<file path="src/rtl/gate_sched_pkg.sv">
// Shared types and helpers for the gate trigger scheduler.
package gate_sched_pkg;

  typedef enum logic [1:0] {IDLE, RUN, STALL, DRAIN} state_t;

  // $clog2 returns 0 for n<=1; a port still needs at least one bit.
  function automatic int clog2_min1(input int n);
    int r;
    r = $clog2(n);
    return (r < 1) ? 1 : r;
  endfunction

endpackage

</file>
<file path="src/rtl/rr_arbiter.sv">
// Combinational round-robin picker: first set pending bit at or above rr_ptr, with wrap.
module rr_arbiter
  import gate_sched_pkg::*;
#(
  parameter int REQ_COUNT = 8,
  parameter int ID_W      = clog2_min1(REQ_COUNT)
) (
  input  logic [REQ_COUNT-1:0] pending,
  input  logic [ID_W-1:0]      rr_ptr,
  output logic                 grant_valid,
  output logic [ID_W-1:0]      grant_id
);

  logic [2*REQ_COUNT-1:0] doubled;
  logic [2*REQ_COUNT-1:0] masked;

  // Only the lower copy is masked, so the upper copy supplies the wrap-around candidates.
  always_comb begin
    doubled     = {pending, pending};
    masked      = doubled;
    grant_valid = 1'b0;
    grant_id    = '0;
    for (int j = 0; j < REQ_COUNT; j++) begin
      if (j < int'(rr_ptr)) masked[j] = 1'b0;
    end
    for (int j = 2*REQ_COUNT-1; j >= 0; j--) begin
      if (masked[j]) begin
        grant_valid = 1'b1;
        grant_id    = ID_W'((j >= REQ_COUNT) ? (j - REQ_COUNT) : j);
      end
    end
  end

endmodule

</file>
<file path="src/rtl/gate_trigger_scheduler.sv">
// Latches gate trigger requests, grants them round-robin onto one valid/ready port,
// and allows each gate to fire at most once per logic frame.
module gate_trigger_scheduler
  import gate_sched_pkg::*;
#(
  parameter int REQ_COUNT = 8,
  parameter int ID_W      = clog2_min1(REQ_COUNT),
  parameter int CNT_W     = clog2_min1(REQ_COUNT + 1)
) (
  input  logic                 clk,
  input  logic                 logic_reset,
  input  logic                 frame_start,
  input  logic [REQ_COUNT-1:0] req,
  output logic                 trig_valid,
  output logic [ID_W-1:0]      trig_id,
  input  logic                 trig_ready,
  output logic                 busy,
  output logic                 frame_done,
  output logic [CNT_W-1:0]     fire_count,
  output logic [CNT_W-1:0]     drop_count
);

  localparam logic [CNT_W-1:0] CNT_MAX = '1;

  state_t                 state;
  state_t                 state_next;
  logic [REQ_COUNT-1:0]   pending;
  logic [REQ_COUNT-1:0]   fired;
  logic [REQ_COUNT-1:0]   fired_base;
  logic [REQ_COUNT-1:0]   grant_mask;
  logic [REQ_COUNT-1:0]   drop_mask;
  logic [ID_W-1:0]        rr_ptr;
  logic [ID_W-1:0]        winner;
  logic                   winner_valid;
  logic                   out_free;
  logic                   grant;
  logic                   transfer;
  logic [CNT_W:0]         drop_sum;

  rr_arbiter #(
    .REQ_COUNT (REQ_COUNT),
    .ID_W      (ID_W)
  ) u_arb (
    .pending     (pending),
    .rr_ptr      (rr_ptr),
    .grant_valid (winner_valid),
    .grant_id    (winner)
  );

  assign transfer   = trig_valid & trig_ready;
  assign fired_base = frame_start ? '0 : fired;
  assign grant_mask = grant ? (REQ_COUNT'(1) << winner) : '0;
  // A gate granted this cycle already counts as fired, so its own req is a drop.
  assign drop_mask  = req & (fired_base | grant_mask);
  assign busy       = (|pending) | trig_valid;

  // No grant during DRAIN: the frame_done cycle is kept free of new triggers.
  always_comb begin
    state_next = state;
    out_free   = (!trig_valid || trig_ready) && (state != DRAIN);
    grant      = out_free && winner_valid;
    frame_done = (state == DRAIN);
    if (grant)
      state_next = RUN;
    else if (transfer)
      state_next = frame_start ? IDLE : DRAIN;
    else if (trig_valid)
      state_next = STALL;
    else
      state_next = IDLE;
  end

  always_comb begin
    drop_sum = frame_start ? '0 : {1'b0, drop_count};
    for (int i = 0; i < REQ_COUNT; i++) begin
      if (drop_mask[i])
        drop_sum = (drop_sum >= {1'b0, CNT_MAX}) ? {1'b0, CNT_MAX} : drop_sum + (CNT_W+1)'(1);
    end
  end

  always_ff @(posedge clk or posedge logic_reset) begin
    if (logic_reset) begin
      state      <= IDLE;
      pending    <= '0;
      fired      <= '0;
      rr_ptr     <= '0;
      trig_valid <= 1'b0;
      trig_id    <= '0;
      fire_count <= '0;
      drop_count <= '0;
    end else begin
      state   <= state_next;
      pending <= (pending & ~grant_mask) | (req & ~(fired_base | grant_mask));
      fired   <= fired_base | grant_mask;
      if (grant) begin
        trig_valid <= 1'b1;
        trig_id    <= winner;
        rr_ptr     <= (winner == ID_W'(REQ_COUNT - 1)) ? '0 : winner + 1'b1;
      end else if (transfer) begin
        trig_valid <= 1'b0;
      end
      // A transfer coinciding with frame_start belongs to the frame that just ended.
      if (frame_start)
        fire_count <= '0;
      else if (transfer && fire_count != CNT_MAX)
        fire_count <= fire_count + 1'b1;
      drop_count <= drop_sum[CNT_W-1:0];
    end
  end

endmodule

</file>
<file path="config.mk">
export PLATFORM = sky130hd
export DESIGN_NAME = gate_trigger_scheduler
export DESIGN_NICKNAME = d
export VERILOG_FILES = /design/src/rtl/gate_sched_pkg.sv /design/src/rtl/rr_arbiter.sv /design/src/rtl/gate_trigger_scheduler.sv
export SDC_FILE = /design/constraint.sdc
export NUM_CORES = 1
export LEC_CHECK = 0
export CAP_MARGIN = 20
export CORE_ASPECT_RATIO = 0.6
export CORE_MARGIN = 1
export CORE_UTILIZATION = 30
export CTS_BUF_LIST = sky130_fd_sc_hd__clkbuf_4 sky130_fd_sc_hd__clkbuf_8
export DETAILED_ROUTE_END_ITERATION = 8
export GPL_ROUTABILITY_DRIVEN = 1
export SYNTH_ARGS = -nofsm -noshare
export SYNTH_HDL_FRONTEND = slang
export SYNTH_HIERARCHICAL = 1
export SYNTH_SLANG_ARGS = --single-unit
</file>
<file path="constraint.sdc">
create_clock -name clk -period 18.1 [get_ports clk]
set_clock_uncertainty 0.15 [all_clocks]
set_input_delay 1.81 -clock clk [delete_from_list [all_inputs] [get_ports clk]]
set_output_delay 1.81 -clock clk [all_outputs]
set_load 0.02 [all_outputs]
</file>
== Yosys cells after proc, flatten, opt, wreduce, memory -nomap -nowiden ==
Cells that the tools add are included.
Word-level totals
  memories: 0
  memory bits (writable): 0
  word-level logic and storage cells: 120
  output and inout port bits: 14
  bits in latches: 0
  ROM bits: 0
  register bits: 33
Operators by class
  multiplexer cells: 65
  bitwise operators: 9
  equal/unequal tests: 4
  $mul: 0
  shifts and indexed selects: 1
  div/mod/pow operators: 0
  $lt $le $gt $ge: 15
  reductions and logical operators: 8
  add/sub/neg operators: 10
Operators with widths (number)
  $mux 5: 14
  $mux 3: 16
  $ge 5x4->1 const B: 7
  $add 5x1->5 const B: 6
  $and 8x8->8: 3
  $mux 1: 24
  $mux 4: 5
  $mux 8: 2
  $not 8->8: 2
  $or 8x8->8: 2
  $lt 3x3->1 const A: 3
  $add 4x1->4 const B: 2
  $mux 2: 4
  $reduce_or 8->1: 1
  $shl 1x3->8 const A: 1
  $lt 1x3->1 const A: 2
  $lt 2x3->1 const A: 2
  $add 4x1->5 const B: 1
  $ge 4x4->1 const B: 1
  $ne 4x4->1 const B: 1
  $reduce_bool 2->1: 2
  $add 3x1->3 const B: 1
  $eq 3x3->1 const B: 1
  $logic_and 1x1->1: 3
  other kinds (6): 6

== Depth between registers and ports, before layout ==
  word-level depth: 41
  mapped depth: 46
  gate-level depth less buffers: 44

== Hierarchy ==
The synthesis kept the hierarchy.
Modules (own cells, without submodules)
  gate_trigger_scheduler: area an instance 2997.9 µm², seq. area each 825.8 µm², cells an instance 360, instances 1
  rr_arbiter: area an instance 250.2 µm², seq. area each 0.0 µm², cells an instance 40, instances 1

== Worst setup path after synthesis ==
Ideal clock, no wire load.
  path type: in2reg
  start: input port frame_start
  end: register drop_count[0]
  path slack: 8395 ps
  arrival time: 9418 ps
  stages: 36
  library setup time: 137 ps
  data required time: 17813 ps
  buffers on the path: 2
  cell sequence: buf_2 nor2b_1 ha_1 nand4b_1 and3_1 a211o_1 inv_1 ha_1 nor3b_1 o21ai_0 a21boi_0 ha_1 o32a_4 a211oi_1 nor2_1 ha_1 nor2_1 a21boi_0 a21oi_1 ha_1 buf_1 a211oi_1 or2_1 inv_1 ha_1 a2111oi_2 a221oi_2 o22ai_1 inv_1 ha_1 a2111oi_4 nor2_1 or2_2 ha_1 o22ai_1 a41oi_2
On the way
  word-level cells in the longest chain between the ends: 25
Ends and longest elaborated chain
  from (decl): line gate_trigger_scheduler.sv:12  | input logic frame_start,
  $mux 4 or $mux 8 (tied branches): line gate_trigger_scheduler.sv:74, gate_trigger_scheduler.sv:51
  $add 4x1->5 (tied with other cells): line gate_trigger_scheduler.sv:77  | drop_sum = (drop_sum >= {1'b0, CNT_MAX}) ? {1'b0, CNT_MAX} : drop_sum + (CNT_W+1)'(1);
  $mux 5 or $and 8x8->8 (tied branches): line gate_trigger_scheduler.sv:77, gate_trigger_scheduler.sv:54
  $mux 5: line gate_trigger_scheduler.sv:76  | if (drop_mask[i])
  $add 5x1->5 or $ge 5x4->1 (tied branches): line gate_trigger_scheduler.sv:77
  $mux 5: line gate_trigger_scheduler.sv:77
  $mux 5: line gate_trigger_scheduler.sv:76
  $add 5x1->5 or $ge 5x4->1 (tied branches): line gate_trigger_scheduler.sv:77
  [... 10 more ...]
  $mux 5: line gate_trigger_scheduler.sv:76
  $add 5x1->5 or $ge 5x4->1 (tied branches): line gate_trigger_scheduler.sv:77
  $mux 5: line gate_trigger_scheduler.sv:77
  $mux 5: line gate_trigger_scheduler.sv:76
  $add 4x1->4 or $ge 5x4->1 (tied branches): line gate_trigger_scheduler.sv:77
  $mux 4: line gate_trigger_scheduler.sv:77
  $mux 4 (*): line gate_trigger_scheduler.sv:76
  named net drop_sum[0]: line gate_trigger_scheduler.sv:38  | logic [CNT_W:0] drop_sum;
  to (signal assigned): line gate_trigger_scheduler.sv:107  | drop_count <= drop_sum[CNT_W-1:0];
  to (decl): line gate_trigger_scheduler.sv:20  | output logic [CNT_W-1:0] drop_count
The timed path passes the listed nets; every way through them passes the cells marked *.
A chain may end at the register's enable or synchronous reset.

== Worst setup path after layout ==
  start: input port frame_start
  end: register drop_count[1]
The elaborated chain is that of the path after synthesis.

==> impl_metrics.env <==
export IMPL_outcome="complete, no violations"
export IMPL_hold_bufs_inserted_after_cts=0
export IMPL_tritoncts="yes"
export IMPL_areaGrowthSynthToFinish_pct=15.2
export IMPL_final_antenna_net_count=0
export IMPL_start_util_pct=30.8
export IMPL_worst_skew_pair_late_latency_ns=0.30
export IMPL_tightestPinTransition_ns=0.677
export IMPL_synth_async_reset_ratio_pct=100
export IMPL_worstReg2RegStart="pending[4]$_DFF_PP0_"
export IMPL_hp_start="trig_id[2]$_DFFE_PP0P_"
export IMPL_design_die_area_um2=11300
export IMPL_worst_ir_drop_vdd_mv=0.0582
export IMPL_wirelength_um=9080
export IMPL_via_per_inst=5.74
export IMPL_mapped_cells=400
export IMPL_critPathMaxFanout=20
export IMPL_fillerInstances=1084
export IMPL_synthesis_warnings=6
export IMPL_cap_violations=0
export IMPL_numCtsBuffers=5
export IMPL_finish_cell_count_without_fillers=561
export IMPL_netlist_area_leader_share_pct=25.4
export IMPL_critPathMaxStageDelay_ns=0.73
export IMPL_grt_ovfl_total=0
export IMPL_synthesis_area_um2=3250
export IMPL_grt_pass1_vias=2880
export IMPL_synth_top_area_cell="sky130_fd_sc_hd__dfrtp_1"
export IMPL_place_inst=553
export IMPL_critPathRequiredTime_ns=18.15
export IMPL_setup_worst_path_end_class="flip-flop"
export IMPL_grt_setup_unrepaired="false"
export IMPL_worstPathArrival_ns=11.41
export IMPL_fin_tns_setup_ns=0
export IMPL_cts_htree_levels=2
export IMPL_final_layout_size_suffix_gt1_share_pct=9.00
export IMPL_total_power_mw=0.615
export IMPL_cts_resized=0
export IMPL_average_wire_length_per_cell_after_detail_routing_um=16.2
export IMPL_cp_startpoint="frame_start"
export IMPL_drv_slew=0
export IMPL_die_h_um=82.6
export IMPL_grt_max_degree=34
export IMPL_coreArea_um2=10600
export IMPL_num_vias=3219
export IMPL_clk_pin_slew_ns=0.08
export IMPL_dr_first_iter_drc_count=320
export IMPL_slew_limit_headroom_pct=54.7
export IMPL_synth_edff_count=0
export IMPL_mostFrequentLayoutCell="sky130_fd_sc_hd__nand2_1"
export IMPL_top_layer_used="met4"
export IMPL_mostFrequentLayoutCells="44 x sky130_fd_sc_hd__nand2_1, 33 x sky130_fd_sc_hd__dfrtp_1, 26 x sky130_fd_sc_hd__nor2_1, 26 x sky130_fd_sc_hd__a21oi_1, 25 x sky130_fd_sc_hd__clkdlybuf4s50_1"
export IMPL_finalSetupViolCount=0
export IMPL_synth_cell_type_count=83
export IMPL_postCtsSetupRepairBufs=0
export IMPL_synthXorXnorAreaFrac_pct=1.62
export IMPL_max_clock_path_buffers=2
export IMPL_cp_launch_type="primary input"
export IMPL_share_of_the_synthesized_area_in_compound_gates_ao_oa_aoi_oai_pct=36.1
export IMPL_grt_antenna_before_repair=0
export IMPL_synthMuxAreaShare_pct=0.616
export IMPL_number_of_antenna_repair_diodes=0
export IMPL_min_delay_path_class="reg -> reg"
export IMPL_dominant_combinational_cell_family_by_area_after_synthesis="compound AO/OA/AOI/OAI gates"
export IMPL_clock_power_share_pct=11.6
export IMPL_post_synthesis_adder_cell_area_fraction_pct=5.78
export IMPL_place_area_um2=3630
export IMPL_grt_first_pass_wirelength_um=14900
export IMPL_met2RoutedLength_um=3450
export IMPL_switching_share_pct=51.1
export IMPL_fp_dieW_um=136
export IMPL_post_detail_place_hpwl_um=7110
export IMPL_timing_hold_violations_final=0
export IMPL_io_pins=26
export IMPL_power_frac_comb_pct=68.0
export IMPL_rows=29
export IMPL_switching_power_summed_over_all_nets_mw=0.314
export IMPL_crit_type="in -> reg"
export IMPL_power_internal_mw=0.300
export IMPL_cell_at_the_root_of_the_clock_tree="sky130_fd_sc_hd__clkbuf_8"
export IMPL_power_leakage_nw=1.41
export IMPL_power_density_cell_area_nw_per_um2=164
export IMPL_globalplace_congestion=0.886
export IMPL_number_of_nets_in_the_layout=448
export IMPL_basic_gate_share_of_the_synthesized_area_counting_and_or_nand_and_nor_cells_pct=25.8
export IMPL_io_buffer_count=25
export IMPL_cts_num_sinks=33
export IMPL_critPathMostFrequentCell="sky130_fd_sc_hd__ha_1"
export IMPL_wl_met1_um=4820
export IMPL_power_sequential_fraction_pct=20.4
export IMPL_synthesized_nets=427
export IMPL_synth_main_ff_cell="sky130_fd_sc_hd__dfrtp_1"
export IMPL_yosys_top_cells_area="sky130_fd_sc_hd__dfrtp_1 25%, sky130_fd_sc_hd__ha_1 5.8%, sky130_fd_sc_hd__nand2_1 5.1%, sky130_fd_sc_hd__a21oi_1 4.0%, sky130_fd_sc_hd__nor2_1 3.0%"
export IMPL_drcViolationCount=0
export IMPL_finish_utilization_pct=35.4
export IMPL_synth_sequential_area_ratio_pct=25.4
export IMPL_clock_fmax_ghz=0.0880
export IMPL_met3_length_um=776
export IMPL_layout_worst_path_cycle_share_pct=62.8
export IMPL_post_route_standard_cell_area_excluding_fillers_um2=3740
export IMPL_synth_ff_latch_count=33
export IMPL_gr_usage_all_layers_pct=17.1
export IMPL_worst_path_max_delay_cell="sky130_fd_sc_hd__clkdlybuf4s50_1"
export IMPL_period_minus_slack_ns=11.36
export IMPL_drt_pass1_iter_count=5
export IMPL_syn_avg_cell_area_um2=8.12
layer usage:
metal / global-route usage, % / vias to the layer above
li1: - / 1563
met1: 26.2 / 1514
met2: 23.8 / 137
met3: 4.76 / 5
met4: 2.00 / 0
met5: 0 / -
stage by stage:
step | hold WS (ns) | worst slack [ns]
final | 0.355 | 6.74
after detailed placement | 0.326 | 6.50
after floorplan | 0.283 | 8.40
after global routing | 0.391 | 5.93
after global placement | 0.327 | 6.93
after CTS | 0.353 | 6.77
cell type report:
cell class / instances / area [um2] / share of cell area (%)
Clock inverter: 3 / 46.3 / 1.24
Inverter: 26 / 98.8 / 2.64
Clock buffer: 5 / 68.8 / 1.84
Sequential cell: 33 / 826 / 22.1
Tap cell: 139 / 174 / 4.65
Timing Repair Buffer: 26 / 258 / 6.89
Multi-Input combinational cell: 329 / 2270 / 60.7
synthesized netlist by cell type, types with 9 or more instances:
cell type / count
sky130_fd_sc_hd__inv_1: 24
sky130_fd_sc_hd__a211oi_1: 9
sky130_fd_sc_hd__a31oi_1: 10
sky130_fd_sc_hd__nand2b_1: 11
sky130_fd_sc_hd__o21ai_0: 16
sky130_fd_sc_hd__nor2_1: 26
sky130_fd_sc_hd__a21oi_1: 26
sky130_fd_sc_hd__ha_1: 15
sky130_fd_sc_hd__nor2b_1: 11
sky130_fd_sc_hd__and2_1: 9
sky130_fd_sc_hd__nand2_1: 44
sky130_fd_sc_hd__dfrtp_1: 33
sky130_fd_sc_hd__nand3_1: 11
final timing paths:
check | to | slack, ns | cells past startpoint
max in group asynchronous | pending[5]$_DFF_PP0_ | 15.73 | 3
max | drop_count[1]$_DFF_PP0_ | 6.74 | 40
min | trig_id[2]$_DFFE_PP0P_ | 0.35 | 2
min reg2reg | trig_id[2]$_DFFE_PP0P_ | 0.35 | 2
min in group asynchronous | trig_valid$_DFFE_PP0P_ | 1.76 | 3
max reg2reg | drop_count[1]$_DFF_PP0_ | 7.54 | 44
flip-flops by register name, summed over array words and instances (netlist names):
| register | count |
|---|---|
| pending | 8 |
| fire_count | 4 |
| fired | 8 |
| rr_ptr | 3 |
| trig_valid | 1 |
| state | 2 |
| trig_id | 3 |
| drop_count | 4 |
power by group through the flow:
stage / clock network, mW / logic, mW / registers (mW)
finish: 0.0713 / 0.418 / 0.126
CTS: 0.0737 / 0.413 / 0.124
detailed placement: 0 / 0.410 / 0.126
global placement: 0 / 0.402 / 0.125
floorplan: 0 / 0.314 / 0.120
global route: 0.0768 / 0.463 / 0.128
worst max-delay path, delay by kind of cell:
| family | cells | cell delay [ns] |
|---|---|---|
| buf+inv | 4 | 1.06 |
| simple gates | 12 | 2.72 |
| compound gates | 16 | 3.54 |
| fa+ha+maj | 8 | 2.26 |
kinds of logic after synthesis:
logic type      after synthesis
fa+ha+maj                    15
flops                        33
buf+inv                      38
mux                           2
compound gates              147
xor+xnor                      6
simple gates                159
Power figures use the tool's default switching activity.
